File: config.mk
export PLATFORM = sky130hd
export DESIGN_NAME = md_pad_responder
export DESIGN_NICKNAME = d
export VERILOG_FILES = /design/src/rtl/md_pad_responder.sv
export SDC_FILE = /design/constraint.sdc
export NUM_CORES = 1
export LEC_CHECK = 0
export CORE_MARGIN = 2
export CORE_UTILIZATION = 36
export DETAILED_ROUTE_END_ITERATION = 7
export HOLD_SLACK_MARGIN = 0.05
export PLACE_DENSITY = 0.73
export SYNTH_ARGS = -nofsm -noshare
export SYNTH_HDL_FRONTEND = slang
export SYNTH_SLANG_ARGS = --single-unit
File: constraint.sdc
create_clock -name clk_sys -period 1 [get_ports clk_sys]
set_clock_uncertainty 0.1 [all_clocks]
set_input_delay 0.2 -clock clk_sys [delete_from_list [all_inputs] [get_ports clk_sys]]
set_output_delay 0.2 -clock clk_sys [all_outputs]
set_load 0.02 [all_outputs]
File: src/rtl/md_pad_responder.sv
// Device side of the Mega Drive pad read protocol: answers the host select line with active-low pin levels.
// Build option MD_PAD_SIX_BTN_EN adds the 6-button phase counter and ID pattern; without it this is a 3-button pad.
module md_pad_responder #(
    parameter int TIMEOUT_CYCLES = 72000,
    parameter int SYNC_STAGES    = 2
) (
    input  logic        clk_sys,
    input  logic        reset,
    input  logic        mdsel,
    input  logic [11:0] buttons,
    output logic [5:0]  pad_out,
    output logic [2:0]  phase,
    output logic        id_active
);

    localparam int NS = (SYNC_STAGES < 2) ? 2 : SYNC_STAGES;

    localparam int B_RIGHT = 0;
    localparam int B_LEFT  = 1;
    localparam int B_DOWN  = 2;
    localparam int B_UP    = 3;
    localparam int B_B     = 4;
    localparam int B_C     = 5;
    localparam int B_A     = 6;
    localparam int B_START = 7;

    logic [NS-1:0] sync_q;
    logic          sel_s;
    logic          sel_d;
    logic [11:0]   btn_q;
    logic [5:0]    pad_nxt;
    logic          id_nxt;

    assign sel_s = sync_q[NS-1];

    always_ff @(posedge clk_sys) begin
        if (reset) begin
            sync_q <= '1;
            sel_d  <= 1'b1;
            btn_q  <= '0;
        end else begin
            sync_q <= {sync_q[NS-2:0], mdsel};
            sel_d  <= sel_s;
            btn_q  <= buttons;
        end
    end

`ifdef MD_PAD_SIX_BTN_EN
    localparam int B_Z    = 8;
    localparam int B_Y    = 9;
    localparam int B_X    = 10;
    localparam int B_MODE = 11;

    localparam int TW = $clog2(TIMEOUT_CYCLES + 1);
    localparam logic [TW-1:0] T_MAX = TW'(TIMEOUT_CYCLES);

    logic [TW-1:0] timer_q;
    logic [2:0]    phase_q;
    logic [2:0]    phase_nxt;
    logic          fall;
    logic          rise;

    assign fall = sel_d & ~sel_s;
    assign rise = ~sel_d & sel_s;

    // Timeout is applied before the edge so an edge in the expiry cycle restarts at phase 1.
    always_comb begin
        phase_nxt = (timer_q == T_MAX) ? 3'd0 : phase_q;
        if (fall) begin
            phase_nxt = (phase_nxt >= 3'd4) ? 3'd4 : phase_nxt + 3'd1;
        end
    end

    always_ff @(posedge clk_sys) begin
        if (reset) begin
            timer_q <= '0;
            phase_q <= 3'd0;
        end else begin
            if (fall || rise) begin
                timer_q <= '0;
            end else if (timer_q != T_MAX) begin
                timer_q <= timer_q + 1'b1;
            end
            phase_q <= phase_nxt;
        end
    end

    assign phase = phase_q;

    // The mux looks at the upcoming phase so a falling edge and its row switch land on the same cycle.
    always_comb begin
        pad_nxt = 6'b111111;
        id_nxt  = 1'b0;
        if (sel_s) begin
            if (phase_nxt == 3'd3) begin
                pad_nxt = {~btn_q[B_C], ~btn_q[B_B], ~btn_q[B_MODE], ~btn_q[B_X], ~btn_q[B_Y], ~btn_q[B_Z]};
            end else begin
                pad_nxt = {~btn_q[B_C], ~btn_q[B_B], ~btn_q[B_RIGHT], ~btn_q[B_LEFT], ~btn_q[B_DOWN], ~btn_q[B_UP]};
            end
        end else begin
            if (phase_nxt == 3'd3) begin
                pad_nxt = {~btn_q[B_START], ~btn_q[B_A], 4'b0000};
                id_nxt  = 1'b1;
            end else if (phase_nxt == 3'd4) begin
                pad_nxt = {~btn_q[B_START], ~btn_q[B_A], 4'b1111};
            end else begin
                pad_nxt = {~btn_q[B_START], ~btn_q[B_A], 2'b00, ~btn_q[B_DOWN], ~btn_q[B_UP]};
            end
        end
    end
`else
    logic unused_ext;

    // Z/Y/X/Mode have no pins to drive on a 3-button pad.
    assign unused_ext = ^btn_q[11:8];
    assign phase      = 3'd0;

    always_comb begin
        pad_nxt = 6'b111111;
        id_nxt  = 1'b0;
        if (sel_s) begin
            pad_nxt = {~btn_q[B_C], ~btn_q[B_B], ~btn_q[B_RIGHT], ~btn_q[B_LEFT], ~btn_q[B_DOWN], ~btn_q[B_UP]};
        end else begin
            pad_nxt = {~btn_q[B_START], ~btn_q[B_A], 2'b00, ~btn_q[B_DOWN], ~btn_q[B_UP]};
        end
    end
`endif

    always_ff @(posedge clk_sys) begin
        if (reset) begin
            pad_out   <= 6'b111111;
            id_active <= 1'b0;
        end else begin
            pad_out   <= pad_nxt;
            id_active <= id_nxt;
        end
    end

endmodule
==> out/qor.yml <==
ys_seq_elements: 16
regToRegEndpoint: "pad_out[4]"
start_util_pct: 38.46
die_w_um: 41.05
clockBufferDepth: 2
final_hold_viol_count: 0
cts_tree: "built"
gp_congestion: 0.5983
drt_pre_antenna_iters: 2
grt_max_degree: 12
setup_viol: 6
vias_per_cell: 4.052
dpl-instance-area_um2: 661.9
drive_gt1_share_pct: 32.26
io_buffers: 16
post_drt_wl_per_cell_um: 8.857
final_nets: 78
num_io_pins: 25
slowest_stage: "dfxtp_2"
htreeDepth: 1
rsz0062_at_grt: "yes"
cp.required_ps: 700
synth.cell_area_um2: 494.2
synth_cells: 42
grt_pass1_wl_um: 1048
totalWireLength_um: 682
syn_area_per_cell_um2: 11.77
postCtsSetupBuffers: 0
synth_cell_types: 9
path_buf_inv: 1
drt_iter0_drc: 5
clock_sink_count: 16
route.detailed.drc: 0
p_leak_nw: 0.3057
grt_pass1_vias: 236
overflow: 0
cp.arrival_ps: 720
ff2ff_path_depth: 2
area_growth_pct: 44.30
critPathMaxFanout: 1
final-max-slew-violation-count: 0
stdcell_area_um2: 713.2
min_path_type: "reg2reg"
r2r-start: "sync_q[1]"
antenna_found_initial: 0
clock_latency_ps: 270
cpPeakStageDelay_ps: 330
root_buffer: "clkbuf_4"
path_delay_family: "flip-flops"
die_area_um2: 1685
startpoint_type: "register"
cp_num_cells: 1
fillers: 110
fmax_ghz: 0.9828
p_total_mw: 1.221
path_clk_slew_ps: 90
drv_cap: 0
dieHeight_um: 41.05
setup.worst_path.end: "pad_out[0]"
setup_ws_ps: -17.52
endpoint_kind: "output port"
synth_seq_area_share_pct: 64.81
std_cell_rows: 13
diodes: 0
period_needed_ps: 1018
violations: "negative setup slack"
via_count: 312
ant_nets: 0
worstSetupPathType: "reg2out"
coreArea_um2: 1285
cts_buffers: 3
yosys_warnings: 0
irDropWorstVdd_v: 0.0006621
outcome: "finished with violations"
startpoint: "pad_out[0]"
cp_cell_sequence: "buf_6"
grtUsageTotal_pct: 10.47
rrSetupSlack_ps: 90
p_per_area_nw_per_um2: 1712
finalCritPeriodShare_pct: 101.8
## flip-flops by register name, summed over array words and instances, names as in the netlist
signal   count
btn_q        8
pad_out      6
sync_q       2
## logic make-up after synthesis
group | Yosys count | share of synthesized area, %
muxes | 2 | 4.051
DFF | 16 | 64.81
AOI/OAI and AO/OA | 2 | 3.545
buffers and inverters | 7 | 9.115
other | 1 | 0.7588
and+or+nand+nor | 14 | 17.72
## through the flow
step / setup TNS [ps] / utilization [%] / cells / setup slack (ps) / hold slack [ps]
2_1_floorplan: 0 / - / 45 / 147.7 / 171.6
3_3_place_gp: -3144 / 51.51 / 73 / -228.1 / 263.1
3_5_place_dp: -3243 / 51.51 / 73 / -239.1 / 268.6
4_1_cts: -139.0 / 55.50 / 77 / -31.71 / 288.7
5_1_grt: -279.2 / 55.50 / 77 / -53.35 / 314.0
6_report: -96.82 / 55.50 / 77 / -17.52 / 283.9
## how the worst min path moves through the flow
stage,end,slack [ps],depth (start not counted),startpoint
final,pad_out[0],280,1,btn_q[3]
after global routing,pad_out[0],310,1,btn_q[3]
after CTS,pad_out[0],290,1,btn_q[3]
after detailed placement,pad_out[0],270,1,btn_q[3]
after global placement,pad_out[0],260,1,btn_q[3]
after floorplan,btn_q[0],170,1,reset
## cells in the mapped netlist
| cell type | instances | area share [%] |
|---|---|---|
| mux2i_1 | 2 | 4.1 |
| nand2b_1 | 2 | 2.5 |
| or2_1 | 4 | 5.1 |
| buf_4 | 5 | 7.6 |
| inv_1 | 2 | 1.5 |
| conb_1 | 1 | 0.76 |
| a21o_2 | 2 | 3.5 |
| dfxtp_1 | 16 | 65 |
| nor2b_1 | 8 | 10 |
## repair_timing
item | in CTS | in global routing
hold buffers | 0 | 0
setup endpoints to repair | 6 | 6
gates resized for setup | 42 | 0
## cell usage in the layout (no fill, tap or decap)
cell | netlist | routed
a21o_2 | 2 | 2
buf_4 | 5 | 2
buf_6 | 0 | 6
clkbuf_4 | 0 | 3
clkbuf_8 | 0 | 1
clkdlybuf4s50_1 | 0 | 10
conb_1 | 1 | 4
dfxtp_1 | 16 | 10
dfxtp_2 | 0 | 6
inv_1 | 2 | 2
mux2i_1 | 2 | 2
nand2b_1 | 2 | 2
nor2b_1 | 8 | 8
or2_1 | 4 | 4
## routing by layer
| metal | wire (um) | track usage [%] | up-vias |
|---|---|---|---|
| met3 | 46 | 4.891 | 0 |
| met1 | 260 | 10.20 | 137 |
| met5 | 0 | 0 | - |
| met2 | 375 | 17.19 | 14 |
| li1 | - | - | 161 |
| met4 | 0 | 7.500 | 0 |
## report_power, final
part,total (mW),switching [mW],internal [mW]
Combinational,0.131,0.0518,0.0797
Clock,0.406,0.185,0.221
Sequential,0.683,0.0118,0.671
## final cells by class
| class | count | area [um2] | share of cell area, % |
|---|---|---|---|
| Sequential cell | 16 | 327.8 | 45.96 |
| Timing Repair Buffer | 18 | 182.7 | 25.61 |
| Multi-Input combinational cell | 22 | 140.1 | 19.65 |
| Tap cell | 15 | 18.77 | 2.632 |
| Clock buffer | 4 | 36.28 | 5.088 |
| Inverter | 2 | 7.507 | 1.053 |
Power figures use the tool's default switching activity.
